[config.mk]
export PLATFORM = sky130hd
export DESIGN_NAME = spi_reg_decoder
export DESIGN_NICKNAME = d
export VERILOG_FILES = /design/src/rtl/spi_reg_decoder.sv
export SDC_FILE = /design/constraint.sdc
export NUM_CORES = 1
export LEC_CHECK = 0
export ABC_CLOCK_PERIOD_IN_PS = 1960
export CAP_MARGIN = 10
export CORE_MARGIN = 2
export CORE_UTILIZATION = 25
export DETAILED_ROUTE_END_ITERATION = 8
export GPL_ROUTABILITY_DRIVEN = 0
export PLACE_DENSITY = 0.51
export SETUP_SLACK_MARGIN = 0.05
export SLEW_MARGIN = 10
export SYNTH_ARGS = -nofsm -noshare
export SYNTH_HDL_FRONTEND = slang
export SYNTH_SLANG_ARGS = --single-unit
[constraint.sdc]
create_clock -name clk -period 1.96 [get_ports clk]
set_input_delay 0.392 -clock clk [delete_from_list [all_inputs] [get_ports clk]]
set_output_delay 0.392 -clock clk [all_outputs]
set_load 0.1 [all_outputs]
[src/rtl/spi_reg_decoder.sv]
// spi_reg_decoder: decodes an SPI header byte and moves DATA_BYTES-wide
// registers over the byte stream, MSB byte first, with optional burst
// auto-increment. Define PWMGEN_DCD_RANGE_CHECK_EN to block accesses at
// addr >= NUM_REGS (reads return 0xFF bytes, sticky err is raised).
module spi_reg_decoder #(
  parameter int unsigned ADDR_W     = 6,
  parameter int unsigned DATA_BYTES = 2,
  parameter int unsigned NUM_REGS   = 64
) (
  input  logic                    clk,
  input  logic                    rst,
  input  logic                    cs_active,
  input  logic                    byte_sync,
  input  logic [7:0]              data_in,
  output logic [7:0]              data_out,
  output logic                    read,
  output logic                    write,
  output logic [ADDR_W-1:0]       addr,
  input  logic [8*DATA_BYTES-1:0] data_read,
  output logic [8*DATA_BYTES-1:0] data_write,
  output logic                    err
);

  localparam int unsigned DATA_W = 8 * DATA_BYTES;

`ifdef PWMGEN_DCD_RANGE_CHECK_EN
  localparam bit RANGE_CHECK = 1'b1;
`else
  localparam bit RANGE_CHECK = 1'b0;
`endif

  typedef enum logic [2:0] {IDLE, WR_DATA, RD_FETCH, RD_SHIFT, DONE} state_t;

  state_t            state, state_n;
  logic [2:0]        cnt, cnt_n;
  logic [DATA_W-1:0] shreg, shreg_n, data_write_n, word_in, word_next;
  logic [ADDR_W-1:0] addr_n, addr_inc;
  logic [7:0]        data_out_n;
  logic              burst, burst_n;
  logic              write_n, wdone, wdone_n, err_n;
  logic              last_byte, addr_ok;

  assign word_in   = (shreg << 8) | DATA_W'(data_in);
  assign word_next = shreg << 8;
  assign addr_inc  = addr + ADDR_W'(1);
  assign last_byte = (cnt == 3'(DATA_BYTES - 1));
  assign addr_ok   = !RANGE_CHECK || (32'(addr) < NUM_REGS);

  // The read strobe is a decode of the fetch state, so a fetch already
  // entered still completes even if chip-select drops in that cycle.
  assign read = (state == RD_FETCH) && addr_ok;

  // State and datapath registers
  always_ff @(posedge clk or posedge rst) begin
    if (rst) begin
      state      <= IDLE;
      cnt        <= '0;
      shreg      <= '0;
      data_write <= '0;
      data_out   <= '0;
      addr       <= '0;
      burst      <= 1'b0;
      write      <= 1'b0;
      wdone      <= 1'b0;
      err        <= 1'b0;
    end else begin
      state      <= state_n;
      cnt        <= cnt_n;
      shreg      <= shreg_n;
      data_write <= data_write_n;
      data_out   <= data_out_n;
      addr       <= addr_n;
      burst      <= burst_n;
      write      <= write_n;
      wdone      <= wdone_n;
      err        <= err_n;
    end
  end

  // Next-state and next-output decode
  always_comb begin
    state_n      = state;
    cnt_n        = cnt;
    shreg_n      = shreg;
    data_write_n = data_write;
    data_out_n   = data_out;
    addr_n       = addr;
    burst_n      = burst;
    write_n      = 1'b0;
    wdone_n      = 1'b0;
    err_n        = err;

    // Burst write address advances in the cycle the strobe is visible.
    if (wdone && burst) addr_n = addr_inc;

    if (state == RD_FETCH && !addr_ok) err_n = 1'b1;

    if (!cs_active) begin
      state_n    = IDLE;
      cnt_n      = '0;
      data_out_n = '0;
    end else begin
      case (state)
        IDLE: begin
          if (byte_sync) begin
            addr_n  = data_in[ADDR_W-1:0];
            burst_n = data_in[6];
            cnt_n   = '0;
            shreg_n = '0;
            state_n = data_in[7] ? WR_DATA : RD_FETCH;
          end
        end
        WR_DATA: begin
          if (byte_sync) begin
            shreg_n = word_in;
            if (last_byte) begin
              cnt_n        = '0;
              data_write_n = word_in;
              wdone_n      = 1'b1;
              write_n      = addr_ok;
              if (!addr_ok) err_n = 1'b1;
              state_n      = burst ? WR_DATA : DONE;
            end else begin
              cnt_n = cnt + 3'd1;
            end
          end
        end
        RD_FETCH: begin
          shreg_n    = addr_ok ? data_read : '1;
          data_out_n = addr_ok ? data_read[DATA_W-1 -: 8] : 8'hFF;
          cnt_n      = '0;
          state_n    = RD_SHIFT;
        end
        RD_SHIFT: begin
          if (byte_sync) begin
            if (last_byte) begin
              cnt_n = '0;
              if (burst) begin
                addr_n  = addr_inc;
                state_n = RD_FETCH;
              end else begin
                data_out_n = '0;
                state_n    = DONE;
              end
            end else begin
              shreg_n    = word_next;
              data_out_n = word_next[DATA_W-1 -: 8];
              cnt_n      = cnt + 3'd1;
            end
          end
        end
        DONE: begin
          data_out_n = '0;
        end
        default: begin
          state_n = IDLE;
        end
      endcase
    end
  end

endmodule

# Word level (Yosys, flattened, before mapping)
# Index checks and enable logic that the tools add are counted.
# totals
ff_bits,46
output_inout_bits,33
input_bits,28
elab_cells,76
# classes
n_eq_ne,19
n_addsub,2
n_bitwise,1
n_reduce_logical,10
n_mux,36
# ops
operator,n
$mux W8,8
$mux W3,12
$mux W6,6
$pmux W8 S4,1
$pmux W8 S3,1
$or A16 B8 Y16,1
$ne A3 B3 Y1 const B,5
$pmux W3 S5,1
$pmux W6 S2,1
$reduce_and A6 Y1,2
$ne A2 B2 Y1 const B,5
$pmux W3 S3,1
$reduce_and A3 Y1,3
$add A6 B1 Y6 const B,1
$eq A3 B1 Y1 const B,2
$eq A3 B2 Y1 const B,2
$mux W1,4
$ne A4 B1 Y1 const B,1
$ne A4 B2 Y1 const B,1
$ne A4 B4 Y1 const B,1
$reduce_and A4 Y1,1
$reduce_bool A4 Y1,1
$add A3 B1 Y3 const B,1
$eq A3 B3 Y1 const B,1
5 further kinds,5

# Logic depth before layout (Yosys ltp)
# depth
depth_word,7
ltp_mapped,6
ltp_nobuf,5

# Worst setup path after synthesis
# OpenSTA, ideal clock, no wires.
# synth_timing
path_kind,register to register
startpoint,reg state[0]
endpoint,reg shreg[0]
t_required_ns,1.895
setup_slack_ns,-0.718
path_stages_with_launch,6
path_buffers,1
t_arrival_ns,2.613
synth_period_minus_slack_ns,2.678
setup_time_ns,0.065
cell_sequence,dfrtp_1 -> buf_2 -> nand2b_1 -> nor2_1 -> a22o_1 -> mux2_2
# synth_via
elab_chain_len,3
elab_cells_between_ends,11
cone_classes,7 x eq/ne; 1 x mux; 3 x reduce/logical
# synth_lines
item,line,source
"start, declared",34,"state_t state, state_n;"
"start signal, assigned",67,state <= state_n;
$eq A3 B2 Y1 *,--,
net read,16,"output logic read,"
$reduce_bool A4 Y1 (no line),--,
$reduce_and A6 Y1 (no line),--,
"end signal, assigned",69,shreg <= shreg_n;
"end, declared",36,"logic [DATA_W-1:0] shreg, shreg_n, data_write_n, word_in, word_next;"
# Mark *: on every way through the listed nets, which the timed path passes. The rest lies on a longest branch.
# A chain may end at the register's enable or synchronous reset.

# Final worst setup path
# layout_timing
startpoint,in cs_active
endpoint,reg addr[1]
# layout_via
elab_chain_len,1
# layout_lines
item,line,source
"start, declared",12,"input logic cs_active,"
$mux W6,98,if (!cs_active) begin
net addr_n[1],37,"logic [ADDR_W-1:0] addr_n, addr_inc;"
"end signal, assigned",72,addr <= addr_n;
"end, declared",18,"output logic [ADDR_W-1:0] addr,"
# The timed path passes the listed nets, and every way through them passes these cells.

==> metrics.txt <==
CP arrival between 2 and 2.5 ns; clk_skew ~0.0046 ns; CP bufs+invs 1; RR Endpoint addr[1]$_DFF_PP0_; final hold violation count 0; synth top area cells dfrtp_1, mux2_2, a22o_1; critical path depth in cells 5; post-route setup TNS 0 ns; synth warn 0; Die H about 100 um; commonest cells after routing, fill and taps aside buf_4, dfrtp_1, mux2_2; post-synthesis cell type count 58; min Tclk post-route 1.87 ns; IO buf count 59; Synthesized Nets 253; io pins 61; layout cell share with drive strength beyond 1 around two fifths; initial antenna violation count 0; share of the synthesized area in the top cell type a little under half; GR Overflow Total 0; maximum VDD drop between 900 and 1000 uV; Vias roughly 2.1k; Post-route DRC 0; antenna cell count 0; Area Overhead vs Synth 43.5%; number of fill cells around 990; critical path class input port to register; Least-Margin Pin Slew approximately 0.70 ns; first drt pass iteration count 4; worst r2r src state[0]$_DFFE_PP0P_; nets about 340; routed vias/inst between 4 and 5; syn avg cell area ~11 um^2; Post-Syn Instances roughly 220; dpl hpwl 5080 um; row cnt 36; sequential area share after synthesis a little under half; Reg clk slew, reported paths about 0.09 ns; full die area about 0.011 mm^2; post-route ant nets 0; CP delay by family, top buffers and inverters; final setup fails 0; Worst-Skew Late Latency about 0.29 ns; max-slew violations 0; first-pass GRT wire length around 11,000 um; Max Clk Rate roughly 530 MHz; Storage cell area 0.00116 mm^2; CTS Root Cell clkbuf_8; Max-Cap Viols 0; CTS Buf Count 5; critical path endpoint addr[1]$_DFF_PP0_; area of the multi-input gates 0.00124 mm^2; hold_buf cts 0; CTS tree done; Rel. slew slack a little over half; commonest non-fill, non-tap cell in the layout buf_4; DIE WIDTH around 100 um; largest net degree at the start of global routing 47; CP Launch Point cs_active; Sink Count 46; Lkg Pwr 0.00161 uW; mapped cell area roughly 0.0025 mm^2; power density over the cells about 1500 mW/mm^2; worst hold path type input port to asynchronous set/reset pin; vias in the first global route ~2.2k; Slowest Stage Delay on Critical Path between 0.6 and 0.7 ns; Initial DRC Count approximately 130; reg-to-reg slack, setup ~0.13 ns; fraction of registers with async set/reset 100%; starting density of the core ~26%; CP max FO 6; RSZ-0062 raised after global routing false; core area between 0.009 and 0.01 mm^2; cell taking the most area after synthesis dfrtp_1; R2R depth 5; Worst path slowest cell clkdlybuf4s50_1; CP endpoint kind register; fin crit share ~96%; PnR Total Power 5380 uW; number of flops mapped to enable cells by yosys 0; Clock Path Buffers 2; CTS H-Tree Depth 2; Routed WL 7000 um; outcome finished clean; worst path cell trace clkdlybuf4s50_1 > nand2b_2 > or3_1 > o2bb2ai_1 > a311o_1; gr usage total 13.0%; Critical Path Start Type input port; Wirelength per Cell 15.9 um; ys flop type dfrtp_1; WP data required 2.14 ns; synthesized flop and latch total 46
==> where the power goes <==
part	internal [uW]	switching [uW]	total, uW	leakage (uW)
combinational	1130	2150	3280	0.000967
clock	253	322	575	0.0000385
sequential	1220	308	1530	0.000605
total	2600	2780	5380	0.00161
==> cell families (layout without fill, tap and decap cells) <==
kind of cell,after synthesis,after routing,share of synthesized area [%]
xor gates and xnor gates,3,3,1.05
DFF,46,46,46.2
AOI/OAI and AO/OA,53,53,16.3
other,1,1,0.151
and+or+nand+nor,66,66,16.1
muxes,34,34,15.3
adders and majority gates,1,1,0.502
buffers and inverters,20,104,4.37
==> worst min-delay path, stage by stage <==
cell,delay [ns]
clkdlybuf4s50_1,0.41
inv_2,0.07
buf_12,0.24
==> what timing repair did <==
action                     CTS  global route
cloned                       0             0
gates resized for setup      2             2
setup buffers                4             0
setup endpoints to repair    2             6
pin swaps                    1             0
==> Yosys cell counts, types with 5 or more instances <==
| cell type | number |
|---|---|
| o21ai_0 | 6 |
| inv_1 | 6 |
| nor2_1 | 11 |
| nand3_1 | 7 |
| a21oi_1 | 6 |
| a22o_1 | 17 |
| dfrtp_1 | 46 |
| mux2_2 | 31 |
| nand2b_1 | 5 |
| buf_2 | 5 |
| nor3_1 | 5 |
| nand2_1 | 11 |
==> flip-flops by register name (all words and copies together) (netlist names) <==
register / cells
addr: 6
state: 3
data_out: 8
burst: 1
shreg: 8
cnt: 3
wdone: 1
data_write: 16
==> layer usage <==
layer | up-vias | wire length [um] | GRT usage, %
met4 | 0 | 27 | 1.74
met1 | 1030 | 3400 | 18.2
met3 | 2 | 282 | 2.77
met5 | - | 0 | 0
met2 | 53 | 3290 | 21.3
li1 | 1002 | - | -
==> area by class of cell <==
class / count / area share (%)
multi-input cells: 158 / 34.7
flip-flops and latches: 46 / 32.4
repair buffers: 89 / 25.1
well taps: 133 / 4.66
clock buffers: 7 / 2.14
inverters: 7 / 0.735
clock inverters: 1 / 0.210
==> metrics by stage <==
| stage | hold WS [ns] | util (%) | cells | worst slack, ns | instance area, um^2 |
|---|---|---|---|---|---|
| floorplan | 0.500 | - | 224 | 0.0895 | 2500 |
| global placement | 0.478 | 35.5 | 429 | -0.154 | 3450 |
| detailed placement | 0.482 | 35.5 | 429 | -0.189 | 3450 |
| global route | 0.455 | 36.7 | 441 | 0.0618 | 3570 |
| finish | 0.440 | 36.7 | 441 | 0.0870 | 3570 |
| CTS | 0.459 | 36.7 | 441 | 0.0812 | 3570 |
==> how the worst min path moves through the flow <==
stage	startpoint	to	slack [ns]
after global routing	rst	data_out[3]$_DFFE_PP0P_	0.45
after CTS	rst	addr[4]$_DFF_PP0_	0.46
after global placement	data_write[4]$_DFFE_PP0P_	data_write[4]$_DFFE_PP0P_	0.48
after floorplan	shreg[7]$_DFFE_PP0P_	data_write[15]$_DFFE_PP0P_	0.50
after detailed placement	data_write[4]$_DFFE_PP0P_	data_write[4]$_DFFE_PP0P_	0.48
final	rst	data_out[4]$_DFFE_PP0P_	0.44
Power figures use the tool's default switching activity.
